<file path="src/rtl/l2_input_fifo_pkg.sv">
// -----------------------------------------------------------------------------
// l2_input_fifo_pkg
// Shared types for the L2 input elastic buffer.
//   fifo_op_e : encoding of the per-cycle handshake activity (push/pop).
//   fifo_op() : folds the push and pop strobes into a fifo_op_e.
// No ports; imported by l2_input_fifo.
// -----------------------------------------------------------------------------
package l2_input_fifo_pkg;

  // Bit 1 = push, bit 0 = pop, so the enum can be built by concatenation.
  typedef enum logic [1:0] {
    OP_NONE = 2'b00,
    OP_POP  = 2'b01,
    OP_PUSH = 2'b10,
    OP_BOTH = 2'b11
  } fifo_op_e;

  function automatic fifo_op_e fifo_op(input logic push, input logic pop);
    return fifo_op_e'({push, pop});
  endfunction

endpackage

</file>
<file path="src/rtl/l2_input_fifo_mem.sv">
// -----------------------------------------------------------------------------
// l2_input_fifo_mem
// DEPTH x DATA_W register array: one synchronous write port, one asynchronous
// read port. Contents are never reset.
// Ports:
//   clk      in             clock
//   wr_en    in             write strobe
//   wr_addr  in  ADDR_W     write address
//   wr_data  in  DATA_W     write payload
//   rd_addr  in  ADDR_W     read address
//   rd_data  out DATA_W     mem[rd_addr], combinational
// -----------------------------------------------------------------------------
module l2_input_fifo_mem #(
  parameter int DATA_W = 64,
  parameter int DEPTH  = 2,
  parameter int ADDR_W = $clog2(DEPTH)
) (
  input  logic              clk,
  input  logic              wr_en,
  input  logic [ADDR_W-1:0] wr_addr,
  input  logic [DATA_W-1:0] wr_data,
  input  logic [ADDR_W-1:0] rd_addr,
  output logic [DATA_W-1:0] rd_data
);

  logic [DATA_W-1:0] mem [DEPTH];

  always_ff @(posedge clk) begin
    if (wr_en) begin
      mem[wr_addr] <= wr_data;
    end
  end

  assign rd_data = mem[rd_addr];

endmodule

</file>
<file path="src/rtl/l2_input_fifo.sv">
// -----------------------------------------------------------------------------
// l2_input_fifo
// Per-channel elastic buffer between an L2 external interface and the L2 input
// decoder. Absorbs traffic while the decoder is stalled and presents a
// registered valid/payload pair. in_ready depends on registered state (plus
// rst/clear) only, so there is no combinational path out_ready -> in_ready.
//
// Configuration macro: L2_INPUT_FIFO_BYPASS_EN
//   defined   : empty-buffer bypass; when count == 0 an arriving beat is
//               shown on out_valid/out_data in the same cycle.
//   undefined : minimum latency of one cycle.
//
// Ports:
//   clk          in             clock, posedge
//   rst          in             synchronous active-high reset
//   clear        in             synchronous flush (drops all entries)
//   in_valid     in             producer has payload
//   in_ready     out            buffer accepts payload this cycle
//   in_data      in  DATA_W     producer payload
//   out_valid    out            payload available to the decoder
//   out_ready    in             decoder consumes payload
//   out_data     out DATA_W     head payload
//   count        out CNT_W      occupancy
//   almost_full  out            count >= AF_LEVEL
// -----------------------------------------------------------------------------
module l2_input_fifo
  import l2_input_fifo_pkg::*;
#(
  parameter int DATA_W   = 64,
  parameter int DEPTH    = 2,
  parameter int AF_LEVEL = 1
) (
  input  logic                       clk,
  input  logic                       rst,
  input  logic                       clear,
  input  logic                       in_valid,
  output logic                       in_ready,
  input  logic [DATA_W-1:0]          in_data,
  output logic                       out_valid,
  input  logic                       out_ready,
  output logic [DATA_W-1:0]          out_data,
  output logic [$clog2(DEPTH):0]     count,
  output logic                       almost_full
);

  localparam int PTR_W = $clog2(DEPTH);
  localparam int CNT_W = PTR_W + 1;

  logic [PTR_W-1:0]  wr_ptr;
  logic [PTR_W-1:0]  rd_ptr;
  logic [CNT_W-1:0]  count_q;
  logic [DATA_W-1:0] head_data;
  logic              empty;
  logic              push;
  logic              pop;
  fifo_op_e          op;

  // Handshake: a beat moves on a port in any cycle where that port's valid
  // and ready are both high at the rising edge. valid never waits on ready,
  // and a presented beat stays stable until it is taken.
  assign push = in_valid && in_ready;
  assign pop  = out_valid && out_ready;
  assign op   = fifo_op(push, pop);

  assign empty    = (count_q == '0);
  assign in_ready = !rst && !clear && (count_q != CNT_W'(DEPTH));

`ifdef L2_INPUT_FIFO_BYPASS_EN
  // An empty buffer forwards the arriving beat directly. If it is consumed,
  // push and pop fire together: both pointers advance past the written slot
  // and count is unchanged, which is exactly a zero-latency pass-through.
  assign out_valid = !empty || in_valid;
  assign out_data  = empty ? in_data : head_data;
`else
  assign out_valid = !empty;
  assign out_data  = head_data;
`endif

  assign count       = count_q;
  assign almost_full = (count_q >= CNT_W'(AF_LEVEL));

  l2_input_fifo_mem #(
    .DATA_W (DATA_W),
    .DEPTH  (DEPTH),
    .ADDR_W (PTR_W)
  ) u_mem (
    .clk     (clk),
    .wr_en   (push),
    .wr_addr (wr_ptr),
    .wr_data (in_data),
    .rd_addr (rd_ptr),
    .rd_data (head_data)
  );

  // rst and clear both flush; push is already blocked via in_ready, and the
  // flush branch overrides any concurrent pop.
  always_ff @(posedge clk) begin
    if (rst || clear) begin
      wr_ptr  <= '0;
      rd_ptr  <= '0;
      count_q <= '0;
    end else begin
      if (push) begin
        wr_ptr <= wr_ptr + 1'b1;
      end
      if (pop) begin
        rd_ptr <= rd_ptr + 1'b1;
      end
      case (op)
        OP_PUSH: count_q <= count_q + 1'b1;
        OP_POP:  count_q <= count_q - 1'b1;
        default: count_q <= count_q;
      endcase
    end
  end

endmodule

</file>
<file path="config.mk">
export PLATFORM = sky130hd
export DESIGN_NAME = l2_input_fifo
export DESIGN_NICKNAME = d
export VERILOG_FILES = /design/src/rtl/l2_input_fifo_pkg.sv /design/src/rtl/l2_input_fifo_mem.sv /design/src/rtl/l2_input_fifo.sv
export SDC_FILE = /design/constraint.sdc
export NUM_CORES = 1
export LEC_CHECK = 0
export CORE_ASPECT_RATIO = 0.7
export CORE_MARGIN = 10
export CORE_UTILIZATION = 50
export CTS_BUF_LIST = sky130_fd_sc_hd__clkbuf_4
export CTS_CLUSTER_SIZE = 25
export DETAILED_ROUTE_END_ITERATION = 12
export PLACE_DENSITY = 0.83
export SKIP_CTS_REPAIR_TIMING = 1
export SLEW_MARGIN = 20
export SYNTH_ARGS = -nofsm -noshare
export SYNTH_HDL_FRONTEND = slang
export SYNTH_SLANG_ARGS = --single-unit
</file>
<file path="constraint.sdc">
create_clock -name clk -period 5.7 [get_ports clk]
set_input_delay 0.855 -clock clk [delete_from_list [all_inputs] [get_ports clk]]
set_output_delay 0.855 -clock clk [all_outputs]
set_load 0.005 [all_outputs]
</file>
# --- Yosys cells after proc, flatten, opt, wreduce, memory -nomap -nowiden ---
# Memory sizes are Yosys's and may differ from the RTL's. A register that Yosys moved wholly into a read port is not among the register bits.
# Index checks and enable logic that the tools add are counted.
op_classes:
  n_addsub: 4
  order_cmp: 1
  n_eq_ne: 3
  mux: 5
  reduce_logical: 10
ops:
  columns: ["op", "count"]
  rows:
  - ["$logic_and 1x1->1", 4]
  - ["$mux 1", 4]
  - ["$pmux 2 s2", 1]
  - ["$logic_not 1->1", 3]
  - ["$add 1x1->1 const B", 2]
  - ["$add 2x1->2 const B", 1]
  - ["$eq 2x1->1 const B", 1]
  - ["$eq 2x2->1 const B", 1]
  - ["$ge 2x1->1 const B", 1]
  - ["$logic_not 2->1", 1]
  - ["$ne 2x2->1 const B", 1]
  - ["$reduce_bool 2->1", 1]
  - ["$sub 2x1->2 const B", 1]
  - ["$logic_or 1x1->1", 1]
word_totals:
  ff_bits: 4
  mem_bits_rw: 128
  inputBits: 69
  out_inout_bits: 69
  wordCells: 27
  memories: 1
memory_table:
  columns: ["memory", "words", "word_bits", "rd", "rd_clocked_by_memory_dff", "write_ports", "line_no", "text"]
  rows:
  - ["u_mem.mem", 2, 64, 1, 1, 1, "l2_input_fifo_mem.sv:26", "logic [DATA_W-1:0] mem [DEPTH];"]

# --- Depth between registers and ports, before layout ---
# Gate-level depths: netlist (run 1).
depth:
  depth_word: 6
  ltp_mapped: 8
  depth_no_buf: 8

# --- Cells and area by module ---
# Synthesis (run 1) repeated with hierarchy kept, for this count alone.
unflattened:
  cells_unflattened: 229
  area_unflattened_um2: 5195.0
by_module_without_submodules:
  columns: ["mod", "instances", "cells_each", "area_per_inst_um2", "seq_area_each_um2"]
  rows:
  - ["l2_input_fifo_mem", 1, 201, 4933.5, 3843.7]
  - ["l2_input_fifo", 1, 28, 261.5, 80.1]

# --- Least setup slack after synthesis (run 1) ---
# No wires, ideal clock.
synth_path:
  kind: "input to register"
  from: "input port in_valid"
  to: "memory u_mem.mem[0][0], enable pin"
  setup_ps: 486
  arrival_ps: 3830
  setup_slack_ps: 1384
  cell_stages: 3
  n_path_buf: 0
  cell_sequence: "nor2b_1 nand2_1 nor2_1"
synth_between:
  elab_chain_len: 3
synth_rtl:
  columns: ["item", "line_no", "text"]
  rows:
  - ["from (decl)", "l2_input_fifo.sv:36", "input logic in_valid,"]
  - ["$logic_and 1x1->1", "l2_input_fifo.sv:61", "assign push = in_valid && in_ready;"]
  - ["$mux 1", "l2_input_fifo_mem.sv:29", "if (wr_en) begin"]
  - ["$mux 1 (not written as such)", "l2_input_fifo_mem.sv:30", "mem[wr_addr] <= wr_data;"]
  - ["to (decl)", "l2_input_fifo_mem.sv:26", null]
# No other way between the ends.

==> qor.txt, run 1 <==
Cell Rows: 31
Pwr/cell area: 270 nW/µm²
Critical Path RT: 4.85 ns
Comb power frac: 7.9%
Sw frac: 20.5%
DR vias: 2563
Nets: 455
CTS sink cnt: 133
Fin Setup TNS: 0 ns
Sequential share of power: 58.6%
Seq/Total Area, Yosys: 75.9%
Worst slew pin tran: 0.864 ns
Number of global-route vias before repair: 2844
H-tree depth: 4
Syn Inst Count: 231
Post-DRT Antenna Nets: 0
Reg2Reg Depth: 6
Syn Nets: 304
Detailed Place HPWL: 7280 µm
Largest family of logic cells by synthesized area: multiplexers
Num CTS Buffers: 17
Final Cycle Share: 57.0%
Largest net degree at the start of global routing: 36
Mapped Area: 5200 µm²
Avg Inst Size Synth: 22.5 µm²
Clk pwr share: 33.4%
# setup viols final: 0
Adder-Cell Fraction of Synth Area: 0.963%
HP Class: reg2reg
Reg2reg end: u_mem.mem[0][41]
1st-iter DRT viols: 149
Max_slew headroom: 42.2%
Max Fclk: 308 MHz
Post-Synth XOR/XNOR Area: 0.674%
Via-to-Cell Ratio: 4.86
CP Launch Type: flop
P_int: 1.49 mW
CORE AREA: 10200 µm²
Antenna fix cells: 0
Final Hold Fails: 0
Worst-path maximum fanout: 33
Die area: 14900 µm²
Initial antenna violation count: 0
Reg2Reg Setup Slack: 2.99 ns
Clock Skew: 0.0102 ns
Share of the synthesized area in the top cell type: 74.0%
CTS tree: done
Post-layout min period: 3.25 ns
Reg-to-reg critical path startpoint: count[0]
Simple-Gate Fraction of Synth Area: 1.13%
Post-route design area: 6940 µm²
Yosys reg bits: 133
I/O Pins: 138
Port bufs: 137
CTS Root Buffer Type: clkbuf_4
Max Slew Vio Count: 0
Net Sw Power: 0.385 mW
VDD IR max: 0.000262 V
Clock Path Buffers: 2
Post-synthesis mux area share: 18.2%
First-pass GRT wire length: 15900 µm
Synth warnings: 0
Area after DPL: 6650 µm²
RSZ-0062 raised after global routing: no
Nature of the critical path endpoint: output port
First-pass iteration count of the detailed router: 4
Routed wire length: 10400 µm
GRT overflow: 0
Layout cells sized above 1: 25.6%
Routability Congestion: 0.751
WL per Instance: 19.6 µm
Worst EP arrival: 2.39 ns
Leakage Power: 2.43 nW
Critical path endpoint: out_data[44]
Worst-path clk slew: 0.11 ns
Die H: 105 µm
Total global-route track usage: 14.0%
Synth top area cells: edfxtp_1, mux2_4, buf_12
Initial Util: 50.8%
Status: completed
Die X: 142 µm
Setup CP Type: reg2out
Area grow syn2layout: 33.6%
Post-synthesis cell type count: 17
Max-Cap Viols: 0
Synth area leader: edfxtp_1
Clock latency on the worst-skew pair: 0.48 ns
# DRC: 0
Synth Area in Compound Gates: 0.241%
## flip-flops by register name, summed over array words and instances, names as in the netlist, named ones only
name	cells
count	2
rd_ptr	1
u_mem.mem	128
wr_ptr	1
## worst min-delay path by stage
stage | startpoint | to | slack (ns) | depth (start not counted)
6_report | rd_ptr | rd_ptr | 0.53 | 2
5_1_grt | rd_ptr | flop | 0.58 | 2
4_1_cts | rd_ptr | flop | 0.54 | 2
3_5_place_dp | rd_ptr | flop | 0.51 | 2
3_3_place_gp | rd_ptr | flop | 0.50 | 2
2_1_floorplan | rd_ptr | flop | 0.48 | 2
## kinds of logic after synthesis
group	after synthesis
adders and majority gates	4
AOI/OAI and AO/OA	1
DFF	133
buffers and inverters	12
muxes	64
xor gates and xnor gates	4
and+or+nand+nor	13
## cells in the mapped netlist
| library cell | count |
|---|---|
| a211oi_2 | 1 |
| and3_1 | 1 |
| buf_12 | 6 |
| buf_2 | 1 |
| buf_6 | 1 |
| dfxtp_1 | 5 |
| edfxtp_1 | 128 |
| ha_1 | 4 |
| inv_1 | 4 |
| mux2_2 | 4 |
| mux2_4 | 60 |
| nand2_1 | 1 |
| nor2_1 | 8 |
| nor2b_1 | 2 |
| or2_1 | 1 |
| xnor2_1 | 2 |
| xor2_1 | 2 |
## worst max-delay path, cell delays in order, from the launching register on
cell and delay, ns:
dfxtp_4 0.77, buf_16 0.31, mux2_2 0.36, clkdlybuf4s50_1 0.44
## metal layers
layer / track usage, % / up-vias / wire length, µm
met2: 21.0 / 117 / 4880
li1: - / 1201 / -
met5: 0 / - / 0
met3: 6.77 / 5 / 923
met1: 17.5 / 1240 / 4480
met4: 4.37 / 0 / 66
## power groups by stage
stage	clock network, mW	registers [mW]	logic [mW]
after floorplan	0	1.12	0.0511
after global placement	0	1.12	0.144
after detailed placement	0	1.12	0.149
after CTS	0.642	1.10	0.151
after global routing	0.688	1.10	0.159
final	0.627	1.10	0.149
## area by class of cell
cell class	count	area, µm²
Sequential cell	133	3950
Inverter	4	15.0
Tap cell	132	165
Multi-Input combinational cell	86	1110
Clock buffer	17	128
Fill cell	680	3300
Timing Repair Buffer	140	1410
Clock inverter	15	164
## layout by cell type (no fill, tap or decap)
cell / instances
a211oi_2: 1
and3_2: 1
buf_16: 1
buf_4: 2
bufinv_16: 3
clkbuf_4: 17
clkdlybuf4s50_1: 137
clkinv_1: 2
clkinv_2: 5
clkinv_4: 3
clkinvlp_4: 2
dfxtp_1: 4
dfxtp_4: 1
edfxtp_1: 128
ha_1: 4
inv_1: 4
mux2_2: 4
mux2_4: 60
nand2_1: 1
nor2_1: 7
nor2_4: 1
nor2b_1: 2
or2_1: 1
xnor2_1: 2
xor2_1: 2
## metrics by stage
step                worst slack, ns  cells  util, %  power (mW)  hold slack (ns)
floorplan                      1.38    231        -        1.17            0.481
global placement               2.40    494     64.7        1.27            0.503
detailed placement             2.32    495     65.0        1.27            0.505
CTS                            2.38    527     67.8        1.89            0.537
global route                   2.29    527     67.8        1.95            0.578
finish                         2.45    527     67.8        1.87            0.530
Power figures use the tool's default switching activity.
==> run 2, diff against run 1 <==
- clock period: 5.7 -> 3.05 ns (I/O delays scaled with it)
==> run 2 against run 1 <==
  * Clock skew up 0.0048 ns
  * Highest routed layer unchanged
  * Count of clock-buffer cells in the layout up 1
  * Clock power up 75%
  * Largest power group unchanged
  * Via count up 1.6%
==> qor.txt, run 2 (synthesized netlist as in run 1, its figures left out) <==
HP Class: in2reg (was reg2reg)
Critical Path RT: 2.59 ns (was 4.85 ns)
Slowest stage delay, CP: 0.52 ns (was 0.77 ns)
CTS tree: done (unchanged)
Worst Hold Launch: in_data[19] (was rd_ptr)
Initial antenna violation count: 1 (was 0)
Detailed Place HPWL: 7350 µm (was 7280 µm)
Sw frac: 20.9% (was 20.5%)
Cell Rows: 31 (unchanged)
Max Slew Vio Count: 0 (unchanged)
Net Sw Power: 0.715 mW (was 0.385 mW)
Critical-path cell list: buf_4, mux2_4, clkdlybuf4s50_1 (was buf_16, mux2_2, clkdlybuf4s50_1)
Crit. path cell count: 3 (unchanged)
Clk pwr share: 32.0% (was 33.4%)
VDD IR max: 0.000320 V (was 0.000262 V)
Largest net degree at the start of global routing: 39 (was 36)
Reg2Reg Depth: 6 (unchanged)
Reg2Reg Setup Slack: 1.06 ns (was 2.99 ns)
Clock Path Buffers: 2 (unchanged)
CTS Root Buffer Type: clkbuf_4 (unchanged)
Routed wire length: 10300 µm (was 10400 µm)
Post-layout min period: 2.64 ns
Comb power frac: 8.1% (was 7.9%)
Max-Cap Viols: 0 (unchanged)
Worst-path clk slew: 0.12 ns (was 0.11 ns)
Initial Util: 50.8% (unchanged)
Fin Setup TNS: 0 ns (unchanged)
Port bufs: 137 (unchanged)
Die H: 105 µm (unchanged)
Placement-stage worst setup slack: 0.793 ns (was 2.32 ns)
Setup CP Type: reg2out (unchanged)
DR vias: 2604 (was 2563)
Worst slew pin tran: 0.507 ns (was 0.864 ns)
Critical path endpoint: out_data[0] (was out_data[44])
Max reg flops: 128 (unchanged)
Die X: 142 µm (unchanged)
Die area: 14900 µm² (unchanged)
Leakage Power: 2.42 nW (was 2.43 nW)
Final Cycle Share: 86.6%
Clock latency on the worst-skew pair: 0.50 ns (was 0.48 ns)
GRT overflow: 0 (unchanged)
Worst setup margin: 0.408 ns (was 2.45 ns)
I/O Pins: 138 (unchanged)
# DRC: 0 (unchanged)
Area grow syn2layout: 33.6% (about the same)
Max Fclk: 378 MHz
Most common cell after layout, fill and taps aside: clkdlybuf4s50_1 (unchanged)
Clock Skew: 0.0150 ns (was 0.0102 ns)
RSZ-0062 raised after global routing: no (unchanged)
H-tree depth: 4 (unchanged)
Status: completed (unchanged)
Routability Congestion: 0.785 (was 0.751)
First-pass iteration count of the detailed router: 4 (unchanged)
Sequential share of power: 59.9% (was 58.6%)
Reg2reg end: u_mem.mem[0][50] (was u_mem.mem[0][41])
CTS sink cnt: 133 (unchanged)
Worst-path maximum fanout: 15 (was 33)
Layout cells sized above 1: 26.1% (was 25.6%)
CP top delay family: buffers and inverters (was flip-flops)
Pwr/cell area: 493 nW/µm² (was 270 nW/µm²)
Commonest non-fill, non-tap cells in the layout: clkdlybuf4s50_1, edfxtp_1, mux2_4, clkbuf_4, nor2_1 (unchanged)
1st-iter DRT viols: 156 (was 149)
Number of global-route vias before repair: 2933 (was 2844)
FILL cells: 676 (was 680)
Biggest register: u_mem.mem (unchanged)
Final Hold Fails: 0 (unchanged)
Max_slew headroom: 66.2% (was 42.2%)
Post-DRT Antenna Nets: 0 (unchanged)
CP max stage cell: dfxtp_4 (unchanged)
Worst EP arrival: 2.18 ns (was 2.39 ns)
P_int: 2.71 mW (was 1.49 mW)
Nature of the critical path endpoint: output port (unchanged)
Crit path buffers/inverters: 2 (unchanged)
# setup viols final: 0 (unchanged)
Total global-route track usage: 14.1% (was 14.0%)
Via-to-Cell Ratio: 4.90 (was 4.86)
Nets: 458 (was 455)
Min Hold Slack: 0.526 ns (was 0.530 ns)
CP Launch Type: flop (unchanged)
CORE AREA: 10200 µm² (unchanged)
WL per Instance: 19.4 µm (was 19.6 µm)
Num CTS Buffers: 17 (unchanged)
Reg-to-reg critical path startpoint: count[0] (unchanged)
First-pass GRT wire length: 16100 µm (was 15900 µm)
[run 2: worst register-to-register path, cell delays in order, from the launching register on]
cell,delay [ns]
dfxtp_1,0.39
inv_1,0.09
ha_1,0.21
nor2b_1,0.23
nand2_1,0.15
nor2_4,0.11
buf_4,0.43
[run 2: worst min path at each step]
stage	to	slack [ns]	cells past startpoint
after floorplan	flop	0.48	2
after global placement	rd_ptr	0.50	2
after detailed placement	flop	0.54	2
after CTS	u_mem.mem[0][19]	0.47	1
after global routing	u_mem.mem[0][19]	0.47	1
final	u_mem.mem[0][19]	0.53	1
[run 2: area by class of cell]
cell class	count	area [µm²]	share of cell area, %
diodes	1	2.50	0.0360
clock buffers	18	135	1.95
clock inverters	14	138	1.98
inverters	4	15.0	0.216
multi-input cells	86	1110	16.0
flip-flops and latches	133	3950	56.9
well taps	132	165	2.38
repair buffers	143	1430	20.6
[run 2: per-layer routing]
layer / vias up / part of all wire, % / GRT usage [%]
met1: 1269 / 41 / 16.6
met4: 0 / 0.52 / 4.80
li1: 1208 / - / -
met5: - / 0 / 0
met3: 7 / 11 / 7.31
met2: 120 / 48 / 21.8
[run 2: stage by stage]
| stage | cells | util [%] | power (mW) | cell area [µm²] |
|---|---|---|---|---|
| CTS | 530 | 67.8 | 3.46 | 6940 |
| detailed placement | 498 | 65.1 | 2.37 | 6670 |
| global route | 530 | 67.8 | 3.55 | 6940 |
| finish | 531 | 67.8 | 3.43 | 6940 |
| floorplan | 231 | - | 2.19 | 5200 |
| global placement | 498 | 65.1 | 2.37 | 6670 |
[run 2: power by group through the flow]
| stage | Combinational, mW | Clock (mW) | Sequential, mW |
|---|---|---|---|
| 6_report | 0.279 | 1.10 | 2.05 |
| 4_1_cts | 0.283 | 1.13 | 2.05 |
| 3_3_place_gp | 0.276 | 0 | 2.09 |
| 2_1_floorplan | 0.0958 | 0 | 2.09 |
| 5_1_grt | 0.299 | 1.20 | 2.06 |
| 3_5_place_dp | 0.281 | 0 | 2.09 |
